--- config.mk ---
export PLATFORM = sky130hd
export DESIGN_NAME = freq_div_ctrl
export DESIGN_NICKNAME = d
export VERILOG_FILES = /design/src/rtl/freq_div_ctrl.sv
export SDC_FILE = /design/constraint.sdc
export NUM_CORES = 1
export LEC_CHECK = 0
export ABC_AREA = 1
export BUFFER_PORTS_ARGS = -buffer_cell sky130_fd_sc_hd__buf_2
export CAP_MARGIN = 20
export CORE_ASPECT_RATIO = 0.7
export CORE_UTILIZATION = 59
export CTS_BUF_LIST = sky130_fd_sc_hd__clkbuf_4 sky130_fd_sc_hd__clkbuf_8
export DETAILED_ROUTE_END_ITERATION = 7
export PLACE_DENSITY = 0.88
export SLEW_MARGIN = 20
export SYNTH_ARGS = -nofsm -noshare
export SYNTH_HDL_FRONTEND = slang
export SYNTH_SLANG_ARGS = --single-unit
--- constraint.sdc ---
create_clock -name clk -period 3.2 [get_ports clk]
set_input_delay 0.64 -clock clk [delete_from_list [all_inputs] [get_ports clk]]
set_output_delay 0.64 -clock clk [all_outputs]
set_load 0.01 [all_outputs]
--- src/rtl/freq_div_ctrl.sv ---
// -----------------------------------------------------------------------------
// freq_div_ctrl
//
// Run-time controller for a clock-enable style frequency divider. It holds the
// divide ratio, takes new ratios over a valid/ready port, and starts and stops
// the divided output only on period boundaries. A ratio N produces a period of
// N clk cycles: high for floor(N/2) cycles, then low for the rest.
//
// Build option (define to enable):
//   FREQ_DIV_CTRL_GLITCHFREE_EN
//     defined   : a ratio accepted while running is parked in div_nxt and
//                 applied at the next period boundary (PEND state). cfg_ready
//                 is low while a ratio is parked.
//     undefined : no PEND state. cfg_ready is always 1. A legal ratio accepted
//                 while running takes effect at once and restarts the period.
//
// Parameters:
//   CNT_W       - width of the ratio and the period counter
//   DEFAULT_DIV - ratio loaded at reset (legal range 2 .. 2^CNT_W-1)
//
// Ports:
//   clk        in   system clock, rising edge
//   rst        in   asynchronous active-high reset
//   en         in   run request, level sensitive
//   cfg_valid  in   a new ratio is offered
//   cfg_div    in   offered ratio N
//   cfg_ready  out  a ratio can be accepted this cycle (decoded from state)
//   cfg_err    out  one-cycle pulse after an accepted ratio below 2
//   clk_out    out  divided output, registered
//   tick       out  one-cycle pulse with each rising edge of clk_out
//   div_cur    out  ratio currently in effect
//   busy       out  high while dividing
// -----------------------------------------------------------------------------
module freq_div_ctrl #(
  parameter int unsigned CNT_W       = 16,
  parameter int unsigned DEFAULT_DIV = 10
) (
  input  logic             clk,
  input  logic             rst,
  input  logic             en,
  input  logic             cfg_valid,
  input  logic [CNT_W-1:0] cfg_div,
  output logic             cfg_ready,
  output logic             cfg_err,
  output logic             clk_out,
  output logic             tick,
  output logic [CNT_W-1:0] div_cur,
  output logic             busy
);

  localparam logic [CNT_W-1:0] RESET_DIV = CNT_W'(DEFAULT_DIV);
  localparam logic [CNT_W-1:0] ONE       = CNT_W'(1);

`ifdef FREQ_DIV_CTRL_GLITCHFREE_EN
  typedef enum logic [1:0] {
    ST_IDLE = 2'd0,
    ST_RUN  = 2'd1,
    ST_PEND = 2'd2
  } state_e;
`else
  typedef enum logic {
    ST_IDLE = 1'b0,
    ST_RUN  = 1'b1
  } state_e;
`endif

  state_e state_q, state_d;

  logic [CNT_W-1:0] cnt_q, cnt_d;
  logic [CNT_W-1:0] div_cur_q, div_cur_d;
`ifdef FREQ_DIV_CTRL_GLITCHFREE_EN
  logic [CNT_W-1:0] div_nxt_q, div_nxt_d;
`endif
  logic             clk_out_q, clk_out_d;
  logic             tick_q, tick_d;
  logic             err_q, err_d;
  logic             busy_q, busy_d;

  // Decoded handshake and period status shared by both combinational blocks.
  logic xfer;       // a ratio is transferred on this edge
  logic legal;      // offered ratio is usable (N >= 2)
  logic take;       // legal ratio transferred on this edge
  logic last;       // counter sits on the final cycle of the period
  logic restart;    // a new period begins on this edge

`ifdef FREQ_DIV_CTRL_GLITCHFREE_EN
  assign cfg_ready = (state_q != ST_PEND);
`else
  assign cfg_ready = 1'b1;
`endif

  assign xfer  = cfg_valid && cfg_ready;
  assign legal = (cfg_div > ONE);
  assign take  = xfer && legal;
  // Only meaningful while running; div_cur is always >= 2 so no underflow.
  assign last  = (cnt_q == (div_cur_q - ONE));

  // ---------------------------------------------------------------------------
  // State register
  // ---------------------------------------------------------------------------
  // NOTE: sequential state uses non-blocking assignments so every flop samples
  // the pre-edge values regardless of block ordering.
  always_ff @(posedge clk or posedge rst) begin
    if (rst) begin
      state_q <= ST_IDLE;
    end else begin
      state_q <= state_d;
    end
  end

  // ---------------------------------------------------------------------------
  // Next-state logic
  // ---------------------------------------------------------------------------
  // NOTE: every combinational output gets a default first, so no path leaves
  // it unassigned and no latch is inferred.
  always_comb begin
    state_d = state_q;
    unique case (state_q)
      ST_IDLE: begin
        if (en) state_d = ST_RUN;
      end
      ST_RUN: begin
        // Stopping is decided only at the boundary, so dropping en never
        // truncates a period and raising it again before then cancels the stop.
        if (last && !en) begin
          state_d = ST_IDLE;
`ifdef FREQ_DIV_CTRL_GLITCHFREE_EN
        end else if (take) begin
          state_d = ST_PEND;
`endif
        end
      end
`ifdef FREQ_DIV_CTRL_GLITCHFREE_EN
      ST_PEND: begin
        if (last) state_d = en ? ST_RUN : ST_IDLE;
      end
`endif
      default: state_d = ST_IDLE;
    endcase
  end

  // ---------------------------------------------------------------------------
  // Datapath / registered-output next values
  // ---------------------------------------------------------------------------
  always_comb begin
    cnt_d     = cnt_q;
    div_cur_d = div_cur_q;
`ifdef FREQ_DIV_CTRL_GLITCHFREE_EN
    div_nxt_d = div_nxt_q;
`endif
    restart   = 1'b0;

    unique case (state_q)
      ST_IDLE: begin
        // A ratio offered together with en governs the very first period.
        if (take) div_cur_d = cfg_div;
        cnt_d   = '0;
        restart = en;
      end

      ST_RUN: begin
        if (last && !en) begin
          // Stopping: nothing further to divide, so a ratio accepted on this
          // edge is applied directly instead of being parked.
          cnt_d = '0;
          if (take) div_cur_d = cfg_div;
        end else if (take) begin
`ifdef FREQ_DIV_CTRL_GLITCHFREE_EN
          // Park the ratio; the running period completes at the old ratio.
          div_nxt_d = cfg_div;
          if (last) begin
            cnt_d   = '0;
            restart = 1'b1;
          end else begin
            cnt_d = cnt_q + ONE;
          end
`else
          // Apply immediately and start a fresh period at the new ratio.
          div_cur_d = cfg_div;
          cnt_d     = '0;
          restart   = 1'b1;
`endif
        end else if (last) begin
          cnt_d   = '0;
          restart = 1'b1;
        end else begin
          cnt_d = cnt_q + ONE;
        end
      end

`ifdef FREQ_DIV_CTRL_GLITCHFREE_EN
      ST_PEND: begin
        if (last) begin
          // The parked ratio lands on the boundary whether or not we continue.
          div_cur_d = div_nxt_q;
          cnt_d     = '0;
          restart   = en;
        end else begin
          cnt_d = cnt_q + ONE;
        end
      end
`endif

      default: begin
        cnt_d = '0;
      end
    endcase
  end

  // Output values are derived from the next counter and ratio so that the
  // registered clk_out lines up with the registered cnt in the same cycle.
  always_comb begin
    busy_d    = (state_d != ST_IDLE);
    clk_out_d = busy_d && (cnt_d < (div_cur_d >> 1));
    tick_d    = restart;
    err_d     = xfer && !legal;
  end

  // ---------------------------------------------------------------------------
  // Datapath registers
  // ---------------------------------------------------------------------------
  always_ff @(posedge clk or posedge rst) begin
    if (rst) begin
      cnt_q     <= '0;
      div_cur_q <= RESET_DIV;
`ifdef FREQ_DIV_CTRL_GLITCHFREE_EN
      div_nxt_q <= RESET_DIV;
`endif
      clk_out_q <= 1'b0;
      tick_q    <= 1'b0;
      err_q     <= 1'b0;
      busy_q    <= 1'b0;
    end else begin
      cnt_q     <= cnt_d;
      div_cur_q <= div_cur_d;
`ifdef FREQ_DIV_CTRL_GLITCHFREE_EN
      div_nxt_q <= div_nxt_d;
`endif
      clk_out_q <= clk_out_d;
      tick_q    <= tick_d;
      err_q     <= err_d;
      busy_q    <= busy_d;
    end
  end

  assign clk_out = clk_out_q;
  assign tick    = tick_q;
  assign cfg_err = err_q;
  assign div_cur = div_cur_q;
  assign busy    = busy_q;

endmodule

==> impl_metrics.csv <==
group,metric,value,unit
global_routing,grt_util_met3,0.1056,
synthesis,syn_avg_cell_area,6.904,µm²
finish,nets,454,
finish,area_growth,16.11,%
power_and_ir_drop,vdd_drop_max,0.0002968,V
critical_path,critPathArrivalTime,3.17,ns
critical_path,worstSetupPathType,"register to register",
finish,stdcell_count,471,
die,ios,41,
critical_path,cp_slowest_stage_delay,0.41,ns
synthesis,netlist_area,2547,µm²
global_routing,grt_antenna_before_repair,0,
critical_path,crit_top_cell,"nand2_1",
drt,num_vias,2542,
global_routing,grt_overflow,0,
timing,finalHoldViolCount,0,
finish,seqCellArea,903.4,µm²
drt,wirelength,6853,µm
critical_path,crit_path_max_fanout,7,
critical_path,path_cells,"inv_1, ha_2, nand2_2, nor2_4, nand2_1, nand2_1, nand2_1, nor2_1, nand2_1, nor2_1, nand2_4, nand2_4, nor2_1, ha_1, nand2_1, o21ai_0, o21a_1, nor2_1, o2111ai_1, a21oi_2",
global_routing,met2_usage,0.4843,
finish,drive_above_1_share,0.1742,
timing,fin_ws,0.2094,ns
die,fp-row-count,19,
power_and_ir_drop,finalPower,1.052,mW
die,fp.dieH,56.98,µm
clocking,htreeDepth,2,
clocking,cts_sinks,36,
die,die_area,4588,µm²
global_routing,grt_pass1_vias,2336,
drt,wl_per_cell,14.55,µm
critical_path,crit-reg2reg-launch,"div_cur[0]",
outcome,status,"finished clean",
timing,worst_clock_skew,0.003828,ns
drt,drtIter0Drc,253,
placed_design,io_buffers,39,
global_routing,top_usage_layer,"met2",
global_routing,grt_util_all_layers,0.3246,
finish,n_antenna_cell,0,
synthesis,synthTopCellsByArea,"dfrtp_1, nand2_1, inv_1",
timing,finalSetupTns,0,ns
critical_path,crit_cells,20,
clocking,cts_root_buffer,"clkbuf_8",
placed_design,gp_congestion,0.9445,
timing,fin_crit,2.991,ns
drt,ant_nets,0,
global_routing,grt_pass1_wl,10900,µm
drt,drc,0,
synthesis,ys_warn_count,0,
die,die_x,80.54,µm
critical_path,crit_buf_inv,1,
timing,rsz0062_at_grt,"no",
synthesis,synth_top_area_share,0.3340,
timing,max_freq,0.3344,GHz
placed_design,dpl_worst_slack,0.01856,ns
power_and_ir_drop,power_leakage,1.577,nW
synthesis,syn_nets,405,
synthesis,yosys.cell_types.count,32,
job,drv_cap,0,
timing,slew_violations,0,
timing,setup_viol,0,
global_routing,grt_max_degree,37,
timing,max_slew_margin,0.5858,
finish,fill_cells,316,
die,start_util,0.6341,
placed_design,detailed_place_hpwl,5375,µm
critical_path,critPathSlowestCell,"dfrtp_1",
critical_path,crit_required,3.38,ns
synthesis,seq_area_frac_synth,0.3546,
synthesis,synth_largest_area_cell,"dfrtp_1",
worst_hold_path,hold_class,"primary input to asynchronous set/reset pin",
timing,holdWs,0.4391,ns
drt,viasPerCell,5.397,
clocking,clk_pin_slew,0.07,ns
finish,multi_input_area,1409,µm²
timing,worst_pin_slew,0.6158,ns
power_and_ir_drop,power_density,355.8,nW/µm²
global_routing,use_met1,0.4692,
clocking,clock_path_buffers,2,
critical_path,critPathTopFamily,"simple AND/OR/NAND/NOR gates",
clocking,clock_latency,0.29,ns
die,coreArea,4018,µm²
drt,firstDrtPassIters,7,
critical_path,worst_setup_path_end_kind,"register",
clocking,cts_tree,"built",
synthesis,synth_cells,369,
synthesis,ys_ff_latch,36,
critical_path,critPathLaunchType,"register",
timing,finalCritPeriodShare,0.9346,
critical_path,r2r_end,"clk_out",
clocking,numCtsBuffers,5,
critical_path,r2r_cells,20,
critical_path,reg2reg_slack,0.21,ns
placed_design,dp.cells,461,
==> tightest hold or removal path: stages <==
cell	delay (ns)
buf_2	0.09
inv_1	0.04
buf_4	0.40
==> registers in the layout (all words and copies together) (netlist names) <==
name     cells
cfg_err      1
tick         1
div_cur     16
busy         1
cnt_q       16
clk_out      1
==> routing by layer <==
| layer | part of all wire | vias up |
|---|---|---|
| li1 | - | 1238 |
| met1 | 0.43 | 1149 |
| met2 | 0.44 | 142 |
| met3 | 0.12 | 13 |
| met4 | 0.012 | 0 |
| met5 | 0 | - |
==> area by class of cell <==
type / count / share of cell area
Clock inverter: 3 / 0.006345
Inverter: 62 / 0.07868
Sequential cell: 36 / 0.3054
Timing Repair Buffer: 46 / 0.08799
Tap cell: 52 / 0.02200
Multi-Input combinational cell: 267 / 0.4763
Clock buffer: 5 / 0.02327
==> placed cells by master (no fill, tap or decap), types with 5 or more instances in the layout <==
cell type / count
xnor2_1: 7
buf_2: 39
nand2_1: 109
o21ai_0: 17
buf_4: 6
clkbuf_8: 5
dfrtp_1: 34
inv_1: 61
nor2_2: 8
nand3_1: 12
nor2_1: 44
a21oi_1: 9
xor2_1: 12
ha_1: 15
nor3_1: 8
==> logic make-up (layout without fill, tap and decap cells) <==
logic type | Yosys count | in the layout | share of synthesized area
buf+inv | 67 | 116 | 0.1007
other cells | 1 | 1 | 0.001472
fa+ha+maj | 16 | 16 | 0.07858
flops | 36 | 36 | 0.3546
simple gates | 195 | 196 | 0.3212
compound gates | 35 | 35 | 0.07810
xor+xnor | 19 | 19 | 0.06532
==> worst max-delay path by stage <==
stage	from	endpoint	slack, ns
after global routing	cnt_q[1]	clk_out	0.0003
after detailed placement	div_cur[1]	clk_out	0.02
final	div_cur[0]	clk_out	0.21
after global placement	div_cur[1]	clk_out	0.10
after floorplan	div_cur[1]	clk_out	0.25
after CTS	div_cur[1]	clk_out	0.08
==> per-stage QoR <==
| stage | cell area [µm²] | util |
|---|---|---|
| floorplan | 2547 | - |
| global placement | 2841 | 0.7073 |
| detailed placement | 2841 | 0.7073 |
| CTS | 2932 | 0.7297 |
| global route | 2958 | 0.7362 |
| finish | 2958 | 0.7362 |
==> timing repair <==
item / CTS / global route
setup endpoints to repair: 1 / 1
hold buffers: 0 / 0
setup buffers: 0 / 1
endpoints found under the hold margin: 0 / 0
gates resized for setup: 1 / 3
gates cloned: 0 / 1
pin swaps: 0 / 2
==> power by group <==
part	switching, mW	total [mW]	internal (mW)
clock network	0.170	0.322	0.152
logic	0.138	0.219	0.0812
registers	0.0336	0.512	0.478
==> synth_stat cells, drive strengths merged <==
| cell | instances |
|---|---|
| nand2 | 113 |
| inv | 62 |
| nor2 | 53 |
| dfrtp | 34 |
| o21ai | 17 |
| ha | 16 |
| nand3 | 12 |
| xor2 | 12 |
| a21oi | 10 |
| nor3 | 8 |
| xnor2 | 7 |
| a211oi | 3 |
| buf | 3 |
| nand3b | 3 |
| nor4 | 3 |
| clkbuf | 2 |
| dfstp | 2 |
| nand4 | 2 |
| a21boi | 1 |
| a31oi | 1 |
| and2 | 1 |
| conb | 1 |
| o2111ai | 1 |
| o21a | 1 |
| o21bai | 1 |
Note: power is estimated with default switching activity, not from simulation.
